**src/rtl/dcalc_merge_pipe.sv**
```systemverilog
// Multi-channel merge pipeline. Each input channel has a one-entry holding
// stage. Stages drain into a small output FIFO, either round-robin (PASS) or all together as a bitwise merge.
module dcalc_merge_pipe #(
  parameter int WIDTH = 4,
  parameter int NCH   = 2,
  parameter int DEPTH = 2
) (
  input  logic                   clk,
  input  logic                   rst,
  input  logic [NCH*WIDTH-1:0]   in_data,
  input  logic [NCH-1:0]         in_valid,
  output logic [NCH-1:0]         in_ready,
  input  logic [1:0]             mode,
  output logic [WIDTH-1:0]       out_data,
  output logic                   out_valid,
  input  logic                   out_ready,
  output logic [15:0]            xfer_count
);

  localparam int RRW = $clog2(NCH);
  localparam int AW  = $clog2(DEPTH);

  localparam logic [1:0] MODE_PASS = 2'd0;
  localparam logic [1:0] MODE_OR   = 2'd1;
  localparam logic [1:0] MODE_AND  = 2'd2;

  localparam logic [AW:0] PTR_ONE = {{AW{1'b0}}, 1'b1};

  logic [WIDTH-1:0] stg_data_q [NCH];
  logic [NCH-1:0]   stg_vld_q, stg_vld_d;
  logic [NCH-1:0]   stg_pop, stg_load;
  logic [RRW-1:0]   rr_ptr_q, rr_ptr_d;

  logic [WIDTH-1:0] fifo_mem_q [DEPTH];
  logic [AW:0]      wr_ptr_q, wr_ptr_d, rd_ptr_q, rd_ptr_d;
  logic [15:0]      xfer_count_q, xfer_count_d;

  logic             fifo_empty, fifo_full, fifo_pop, fifo_push, fifo_can_accept;
  logic [WIDTH-1:0] push_data, or_all, and_all;
  logic             found;

  // The extra pointer bit separates full (MSBs differ) from empty (equal).
  assign fifo_empty      = (wr_ptr_q == rd_ptr_q);
  assign fifo_full       = (wr_ptr_q[AW] != rd_ptr_q[AW]) &&
                           (wr_ptr_q[AW-1:0] == rd_ptr_q[AW-1:0]);
  assign out_valid       = !fifo_empty;
  assign out_data        = fifo_mem_q[rd_ptr_q[AW-1:0]];
  assign fifo_pop        = out_valid & out_ready;
  assign fifo_can_accept = !fifo_full | fifo_pop;
  assign xfer_count      = xfer_count_q;

  always_comb begin
    or_all  = '0;
    and_all = '1;
    for (int c = 0; c < NCH; c++) begin
      or_all  = or_all | stg_data_q[c];
      and_all = and_all & stg_data_q[c];
    end
  end

  // PASS searches from rr_ptr upward, then wraps to the channels below it.
  always_comb begin
    stg_pop   = '0;
    rr_ptr_d  = rr_ptr_q;
    fifo_push = 1'b0;
    push_data = '0;
    found     = 1'b0;
    if (mode == MODE_PASS) begin
      if (fifo_can_accept) begin
        for (int c = 0; c < NCH; c++) begin
          if (!found && stg_vld_q[c] && (c >= int'(rr_ptr_q))) begin
            found      = 1'b1;
            stg_pop[c] = 1'b1;
            push_data  = stg_data_q[c];
            rr_ptr_d   = (c == NCH - 1) ? '0 : RRW'(c + 1);
          end
        end
        for (int c = 0; c < NCH; c++) begin
          if (!found && stg_vld_q[c] && (c < int'(rr_ptr_q))) begin
            found      = 1'b1;
            stg_pop[c] = 1'b1;
            push_data  = stg_data_q[c];
            rr_ptr_d   = RRW'(c + 1);
          end
        end
        fifo_push = found;
      end
    end else if ((&stg_vld_q) && fifo_can_accept) begin
      stg_pop   = '1;
      fifo_push = 1'b1;
      if (mode == MODE_OR) begin
        push_data = or_all;
      end else if (mode == MODE_AND) begin
        push_data = and_all;
      end else begin
        push_data = ~or_all;
      end
    end
  end

  assign in_ready     = ~stg_vld_q | stg_pop;
  assign stg_load     = in_valid & in_ready;
  assign stg_vld_d    = (stg_vld_q & ~stg_pop) | stg_load;
  assign wr_ptr_d     = fifo_push ? (wr_ptr_q + PTR_ONE) : wr_ptr_q;
  assign rd_ptr_d     = fifo_pop  ? (rd_ptr_q + PTR_ONE) : rd_ptr_q;
  assign xfer_count_d = fifo_pop  ? (xfer_count_q + 16'd1) : xfer_count_q;

  always_ff @(posedge clk or posedge rst) begin
    if (rst) begin
      stg_vld_q    <= '0;
      rr_ptr_q     <= '0;
      wr_ptr_q     <= '0;
      rd_ptr_q     <= '0;
      xfer_count_q <= '0;
    end else begin
      stg_vld_q    <= stg_vld_d;
      rr_ptr_q     <= rr_ptr_d;
      wr_ptr_q     <= wr_ptr_d;
      rd_ptr_q     <= rd_ptr_d;
      xfer_count_q <= xfer_count_d;
    end
  end

  // Data storage is qualified by the flags and pointers, so it carries no reset.
  always_ff @(posedge clk) begin
    for (int c = 0; c < NCH; c++) begin
      if (stg_load[c]) begin
        stg_data_q[c] <= in_data[c*WIDTH +: WIDTH];
      end
    end
    if (fifo_push) begin
      fifo_mem_q[wr_ptr_q[AW-1:0]] <= push_data;
    end
  end

endmodule

```
**config.mk**
```make
export PLATFORM = sky130hd
export DESIGN_NAME = dcalc_merge_pipe
export DESIGN_NICKNAME = d
export VERILOG_FILES = /design/src/rtl/dcalc_merge_pipe.sv
export SDC_FILE = /design/constraint.sdc
export NUM_CORES = 1
export LEC_CHECK = 0
export BUFFER_PORTS_ARGS = -buffer_cell sky130_fd_sc_hd__buf_2
export CAP_MARGIN = 10
export CORE_UTILIZATION = 54
export CTS_BUF_LIST = sky130_fd_sc_hd__clkbuf_4 sky130_fd_sc_hd__clkbuf_8 sky130_fd_sc_hd__clkbuf_16
export CTS_CLUSTER_DIAMETER = 200
export DETAILED_ROUTE_END_ITERATION = 10
export PLACE_DENSITY = 0.79
export SLEW_MARGIN = 20
export SYNTH_ARGS = -nofsm -noshare
export SYNTH_HDL_FRONTEND = slang
export SYNTH_SLANG_ARGS = --single-unit
```
**constraint.sdc**
```tcl
create_clock -name clk -period 2.05 [get_ports clk]
set_input_delay 0.3075 -clock clk [delete_from_list [all_inputs] [get_ports clk]]
set_output_delay 0.3075 -clock clk [all_outputs]
set_load 0.01 [all_outputs]
```
# After elaboration in Yosys (flattened, before gate mapping)

Memories as Yosys holds them, arrays and structs flattened.
Cells that the tools add are included.

Bits in registers: 23
Bits in writable memories: 16
Bits of input ports: 15
Logic and storage cells: 74
Memories kept: 2

Add/sub/neg operators: 3
Order comparisons: 2
Equal/unequal tests: 5
Multiplexer cells: 32
Bitwise operators: 11
Reduce and logical (&&, ||, !) cells: 14

Memory list:

| name       | words | width | rd ports | clocked after Yosys merged registers in | write ports | line | text |
|---|---|---|---|---|---|---|---|
| fifo_mem_q | 2     | 4     | 1        | 0                                       | 1           | 34   | `logic [WIDTH-1:0] fifo_mem_q [DEPTH];` |
| stg_data_q | 2     | 4     | 2        | 0                                       | 2           | 29   | `logic [WIDTH-1:0] stg_data_q [NCH];` |

Operator list:

| cell                  | number |
|---|---|
| $mux 4                | 8 |
| $mux 1                | 21 |
| $add 16x1->16 const B | 1 |
| $logic_and 1x1->1     | 6 |
| $mux 2                | 3 |
| $add 2x1->2 const B   | 2 |
| $and 2x2->2           | 2 |
| $and 4x4->4           | 1 |
| $logic_not 1->1       | 4 |
| $not 2->2             | 2 |
| $not 4->4             | 1 |
| $or 2x2->2            | 2 |
| $or 4x4->4            | 1 |
| $reduce_and 3->1      | 1 |
| $reduce_bool 3->1     | 1 |
| $eq 2x1->1 const B    | 1 |
| $eq 2x2->1            | 1 |
| $eq 2x2->1 const B    | 1 |
| $logic_not 2->1       | 1 |
| $reduce_and 2->1      | 1 |
| $and 1x1->1           | 1 |
| $eq 1x1->1            | 1 |
| $ge 1x1->1 const A    | 1 |
| $lt 1x1->1 const A    | 1 |
| 2 further kinds       | 2 |

# Logic depth before layout (Yosys ltp)

Gate-level depths: netlist of the first run.

Depth after elaboration: 21
Gate-level depth with buffers: 6
Depth with buffers taken out: 5

# Worst setup path before layout of the first run

No wires, ideal clock.

Path kind: register -> register
Start point: register rd_ptr_q[0]
End point: memory stg_data_q[1][0], in the netlist stg_data_q[0][4] (enable)
Setup time: 309 ps
Arrival time: 1,479 ps
Required time: 1,741 ps
Slack: 262 ps
Cell stages (with the launch flop): 6
Path buffers: 1
Path through: dfrtp_1 > buf_2 > xor2_2 > nor3_1 > o31ai_2 > and2_1

RTL lines:

| item                   | line | text |
|---|---|---|
| from (decl)            | 35   | `logic [AW:0] wr_ptr_q, wr_ptr_d, rd_ptr_q, rd_ptr_d;` |
| from (signal assigned) | 119  | `rd_ptr_q <= rd_ptr_d;` |
| to (decl)              | 29   |  |

# Worst setup path after layout of the first run

Start point: register wr_ptr_q[0]
End point: output port in_ready[1]

Cells in the longest elaborated chain, start to end: 8
Elaborated cells on any way between the ends: 12
Classes of those cells: eq/ne (2); mux (3); bitwise (3); reduce/logical (4)

Ends and longest elaborated chain:

| item                                                 | line   | text |
|---|---|---|
| from (decl)                                          | 35     |  |
| from (signal assigned)                               | 118    | `wr_ptr_q <= wr_ptr_d;` |
| $eq 2x2->1 or $eq 1x1->1 (tied branches)             | 43, 45 |  |
| $logic_not 1->1 or $logic_and 1x1->1 (tied branches) | 46, 44 |  |
| $and 1x1->1 or $logic_not 1->1 (tied branches)       | 48, 49 |  |
| $or 1x1->1 *                                         | 49     | `assign fifo_can_accept = !fifo_full \| fifo_pop;` |
| $logic_and 1x1->1                                    | 88     | `end else if ((&stg_vld_q) && fifo_can_accept) begin` |
| $mux 2                                               | 88     |  |
| $mux 2 *                                             | 68     | `if (mode == MODE_PASS) begin` |
| $or 2x2->2 *                                         | 101    | `assign in_ready = ~stg_vld_q \| stg_pop;` |
| to (decl)                                            | 12     | `output logic [NCH-1:0] in_ready,` |

Every way passes the cells marked *; elsewhere a longest branch is shown, timed or not.

==> impl_metrics.tcl, run 1 <==
set metrics [dict create \
    p_per_area_nw_per_um2 1380 \
    p_leak_nw 1.02 \
    layout.nets 228 \
    synth_common_cells "dfrtp_1, edfxtp_1, nand2_1" \
    grt.total_usage_pct 22.6 \
    grt.met3_usage_pct 5.04 \
    die_h_microns 61.2 \
    worstPathRequired_ns 1.74 \
    peakVddDrop_v 0.000723 \
    worst-setup-path-type "reg2out" \
    antenna_found_initial 0 \
    arrival_ns 1.67 \
    clk_latency_ns 0.36 \
    ctsHtreeMaxLevel 2 \
    vias_per_cell 5.53 \
    syn_to_final_growth_pct 22.9 \
    synthArstFlopShare_pct 59.0 \
    yosysWarningCount 0 \
    grt_max_degree 24 \
    synth_edf_count 16 \
    overflow 0 \
    hold_viol_final 0 \
    synth_top_area_share_pct 30.4 \
    grt_util_met2_pct 36.2 \
    post-route-min-period_ns 1.98 \
    final_layout_size_suffix_gt1_share_pct 33.8 \
    setup_viol 0 \
    synth_area_leader_cell "dfrtp_1" \
    cp-end-kind "output pin" \
    final_cell_area_sq_um 2330 \
    pre_cts_ws_ns 0.113 \
    final_core_util_pct 69.7 \
    num_io_pins 38 \
    cp_max_fo 5 \
    synthMostInstantiatedCell "dfrtp_1" \
    start_util_pct 56.8 \
    cts-root-buf "clkbuf_4" \
    antenna_cells 0 \
    wirelength_microns 4000 \
    fmax_ghz 0.505 \
    cts_tree "built" \
    dr.pass1.iters 6 \
    portBuffers 37 \
    final.fill_count 255 \
    min_path_type "in2reg" \
    clockBufferDepth 2 \
    syn_nets 179 \
    drv_slew 0 \
    cp-start-kind "flip-flop" \
    clock-sinks 39 \
    fin_hold_ws_ns 0.121 \
    tritoncts.num_buffers 5 \
    netlist_top_cells_area "dfrtp_1, edfxtp_1, xnor2_1" \
    grt_first_pass_wirelength_microns 5860 \
    gp_congestion 0.845 \
    hpwl_microns 2740 \
    tightest_slew_ns 0.400 \
    synth-main-ff-cell "dfrtp_1" \
    core-area_sq_um 3340 \
    ys_ff_latch 39 \
    drtIter0Drc 63 \
    fin_worst_skew_ns 0.0132 \
    finalWorstSetupSlack_ns 0.0707 \
    p_total_mw 3.21 \
    netlist_area_sq_um 1890 \
    routedWlPerCell_microns 15.4 \
    netlist_instances 163 \
    fin_crit_sh_pct 96.6 \
    placed_cell_area_sq_um 2130 \
    dieArea_sq_um 3750 \
    path_clk_slew_ns 0.12 \
    status "completed" \
    cap_violations 0 \
    die_w_microns 61.2 \
    num_rows 21 \
    ant_nets 0 \
    yosysUniqueCellTypes 38 \
    vias 1432 \
    drc 0 \
    synth-seq-area-share_pct 55.7 \
    busiest_layer "met2" \
    grt_pass1_vias 1266 \
    met1_usage_pct 29.1 \
    slew_headroom_pct 73.4 \
    avgSynthCellArea_sq_um 11.6 \
]
[state kept, by name (all words and copies together) (netlist names)]
name        count
fifo_mem_q      8
rd_ptr_q        2
rr_ptr_q        1
stg_data_q      8
stg_vld_q       2
wr_ptr_q        2
xfer_count     16
[cell type report]
type                       count  area, sq um  share of cell area (%)
clock inverter                 2         38.8                    1.67
timing repair buffer          47          263                    11.3
clock buffer                   6         51.3                    2.20
inverter                       3         11.3                   0.484
tap                           46         57.6                    2.47
multi-input combinational    116          845                    36.3
sequential                    39         1060                    45.6
[cell usage in the layout (no fill, tap or decap), types with 2 or more instances in the layout]
cell,netlist,final
mux2i_1,4,4
and3_1,2,2
nor2_1,12,12
dfrtp_1,23,19
nand3_1,8,8
o2111ai_1,4,4
nand2b_1,6,6
buf_4,0,9
inv_1,3,3
dfrtp_2,0,4
mux2_2,5,5
and4_1,3,3
buf_2,2,37
xnor2_1,11,10
xor2_1,11,11
clkbuf_4,0,5
nand4_1,6,6
nor3_1,6,5
edfxtp_1,16,16
nor3_2,1,2
and2_1,3,3
nand2_1,16,16
nor3b_1,2,2
[kinds of logic after synthesis]
logic type	count (synthesis)	share of synthesized area, %
xor+xnor	23	11.0
flops	39	55.7
simple gates	68	18.6
fa+ha+maj	2	1.19
compound gates	14	6.54
mux	9	5.09
buf+inv	8	1.78
[repair_timing]
| item | CTS | global route |
|---|---|---|
| hold endpoints to repair | 23 | 0 |
| hold buffers | 1 | 0 |
| buffers inserted | 0 | 7 |
| pin swaps | 0 | 3 |
| setup endpoints to repair | 1 | 6 |
| resized for setup | 3 | 6 |
[report_power, final]
group / internal [mW] / switching (mW)
combinational: 0.636 / 0.666
clock: 0.295 / 0.270
sequential: 1.09 / 0.253
total: 2.02 / 1.19
[metrics by stage]
step | setup TNS, ns | instances
after global routing | -0.0276 | 259
after global placement | 0 | 243
after floorplan | 0 | 163
final | 0 | 259
after CTS | 0 | 252
after detailed placement | 0 | 243
[critical path, stage by stage (launching register included)]
cell	delay [ns]
dfrtp_2	0.50
xor2_4	0.22
nor3_2	0.08
o31ai_2	0.32
buf_2	0.19
[metal layers]
| metal | vias to the layer above | routed length (microns) |
|---|---|---|
| li1 | 680 | - |
| met1 | 696 | 1670 |
| met2 | 47 | 2050 |
| met3 | 9 | 203 |
| met4 | 0 | 75 |
| met5 | - | 0 |
[path summary, 6_finish.rpt]
path | cells after the start | slack (ns) | end | start
hold reg to reg | 1 | 0.47 | xfer_count[15] | xfer_count[15]
max in group asynchronous | 4 | 1.28 | rd_ptr_q[1] | rst
hold / removal | 1 | 0.12 | stg_data_q[0][7] | in_data[7]
setup reg to reg | 5 | 0.15 | wr_ptr_q[1] | wr_ptr_q[0]
min in group asynchronous | 4 | 0.52 | stg_vld_q[0] | rst
setup / recovery | 4 | 0.07 | in_ready[1] | wr_ptr_q[0]
Power figures use the tool's default switching activity.
==> run 2, diff against run 1 <==
Settings changed: RECOVER_POWER set to 100.
==> run 2 against run 1 <==
Critical path depth unchanged; fmax about the same; total power down 0.12%; wire length down 0.38%; critical endpoint unchanged; via count about the same; worst hold slack worse by 0.0012 ns; worst setup slack worse by 0.00068 ns; non-clock buffer count unchanged; utilization down 0.22 points; sequential power about the same; combinational power about the same.
==> impl_metrics.tcl, run 2 (same netlist as run 1, synthesis figures left out) <==
set metrics [dict create \
    cp_max_fo 5 \
    grt_max_degree 24 \
    combPwrFrac_pct 40.6 \
    final_common_cell "buf_2" \
    ant_nets 0 \
    grt_first_pass_wirelength_microns 5860 \
    largest_reg_flops 16 \
    die_h_microns 61.2 \
    tritoncts.num_buffers 5 \
    fmax_ghz 0.505 \
    gp_congestion 0.845 \
    final_core_util_pct 69.5 \
    cp-end-kind "output pin" \
    ctsHtreeMaxLevel 2 \
    min_path_type "in2reg" \
    crit_chain "xor2_4, nor3_2, o31ai_2, buf_2" \
    p_int_mw 2.02 \
    slew_headroom_pct 20.7 \
    cts_tree "built" \
    post-route-min-period_ns 1.98 \
    overflow 0 \
    antenna_found_initial 0 \
    vias_per_cell 5.53 \
    cap_violations 0 \
    final_cell_area_sq_um 2320 \
    critPathLaunch "wr_ptr_q[0]" \
    vias 1433 \
    drtIter0Drc 62 \
    syn_to_final_growth_pct 22.5 \
    crit_slowest_cell "dfrtp_2" \
    setup_viol 0 \
    rr_worst_depth 5 \
    worst-setup-path-type "reg2out" \
    grt.total_usage_pct 22.6 \
    drv_slew 0 \
    cp_slowest_stage_delay_ns 0.50 \
    hold_viol_final 0 \
    start_util_pct 56.8 \
    tightest_slew_ns 1.19 \
    final_layout_size_suffix_gt1_share_pct 31.9 \
    r2r-end "wr_ptr_q[1]" \
    num_io_pins 38 \
    clockBufferDepth 2 \
    p_sw_mw 1.19 \
    cts-root-buf "clkbuf_4" \
    worstPathRequired_ns 1.74 \
    dr.pass1.iters 6 \
    arrival_ns 1.67 \
    routedWlPerCell_microns 15.4 \
    dieArea_sq_um 3750 \
    drc 0 \
    final_cell_mix "buf_2, dfrtp_1, nand2_1, edfxtp_1, nor2_1" \
    status "completed" \
    rrSetupSlack_ns 0.16 \
    layout.nets 228 \
    p_seq_share_pct 41.8 \
    p_total_mw 3.21 \
    p_per_area_nw_per_um2 1380 \
    r2r-start "wr_ptr_q[0]" \
    switching_share_pct 37.0 \
    wirelength_microns 3980 \
    clock-sinks 39 \
    grt_pass1_vias 1266 \
    timing.setup.tns_ns 0 \
    clk_latency_ns 0.36 \
    p_leak_nw 1.01 \
    antenna_cells 0 \
    die_w_microns 61.2 \
    portBuffers 37 \
    path_clk_slew_ns 0.12 \
    fin_crit_sh_pct 96.6 \
    power_frac_clock_pct 17.6 \
    hpwl_microns 2740 \
    cp-start-kind "flip-flop" \
    endpoint "in_ready[1]" \
    num_rows 21 \
    core-area_sq_um 3340 \
    fin_worst_skew_ns 0.0126 \
    peakVddDrop_v 0.000721 \
    placed_cell_area_sq_um 2130 \
]
-- run 2: per-layer routing --
layer	up-vias	global-route usage, %	part of all wire [%]
met1	692	29.1	41
met4	0	11.0	2.0
met5	-	0	0
li1	681	-	-
met3	8	5.04	5.7
met2	52	36.2	51
-- run 2: worst max-delay path, delay by kind of cell (launching register included) --
kind | cells | cell delay [ns]
DFF | 1 | 0.50
AOI/OAI and AO/OA | 1 | 0.32
xor gates and xnor gates | 1 | 0.22
buffers and inverters | 1 | 0.19
and+or+nand+nor | 1 | 0.08
-- run 2: timing repair --
action	4_1_cts	5_1_grt
gates cloned	0	0
hold buffers	1	0
setup buffers	0	7
endpoints found under the hold margin	23	0
pin swaps	0	3
endpoints found under the setup margin	1	6
gates resized for setup	3	6
-- run 2: worst min-delay path by stage --
| stage | from | to | slack [ns] | cells after the start |
|---|---|---|---|---|
| 2_1_floorplan | rst | rd_ptr_q[0] | 0.31 | 1 |
| 3_3_place_gp | rst | stg_vld_q[0] | 0.35 | 3 |
| 3_5_place_dp | rst | stg_vld_q[1] | 0.36 | 3 |
| 4_1_cts | in_data[7] | stg_data_q[0][7] | 0.11 | 1 |
| 5_1_grt | in_data[0] | stg_data_q[0][0] | 0.09 | 1 |
| 6_report | in_data[7] | stg_data_q[0][7] | 0.12 | 1 |
-- run 2: cell type report --
type	count	area, sq um
Clock buffer	6	51.3
Clock inverter	2	38.8
Fill cell	257	1020
Inverter	3	11.3
Multi-Input combinational cell	116	845
Sequential cell	39	1060
Tap cell	46	57.6
Timing Repair Buffer	47	255
-- run 2: through the flow --
step	setup slack, ns	hold slack, ns	std cells
3_5_place_dp	0.113	0.357	243
4_1_cts	0.0118	0.112	252
2_1_floorplan	0.262	0.309	163
3_3_place_gp	0.222	0.349	243
5_1_grt	-0.0276	0.0882	259
6_report	0.0700	0.120	259
-- run 2: power by group through the flow --
stage | clock network [mW] | logic [mW] | registers [mW]
after global placement | 0 | 0.999 | 1.29
after detailed placement | 0 | 1.03 | 1.32
after floorplan | 0 | 0.753 | 1.26
final | 0.565 | 1.30 | 1.34
after global routing | 0.605 | 1.43 | 1.37
after CTS | 0.566 | 1.07 | 1.32
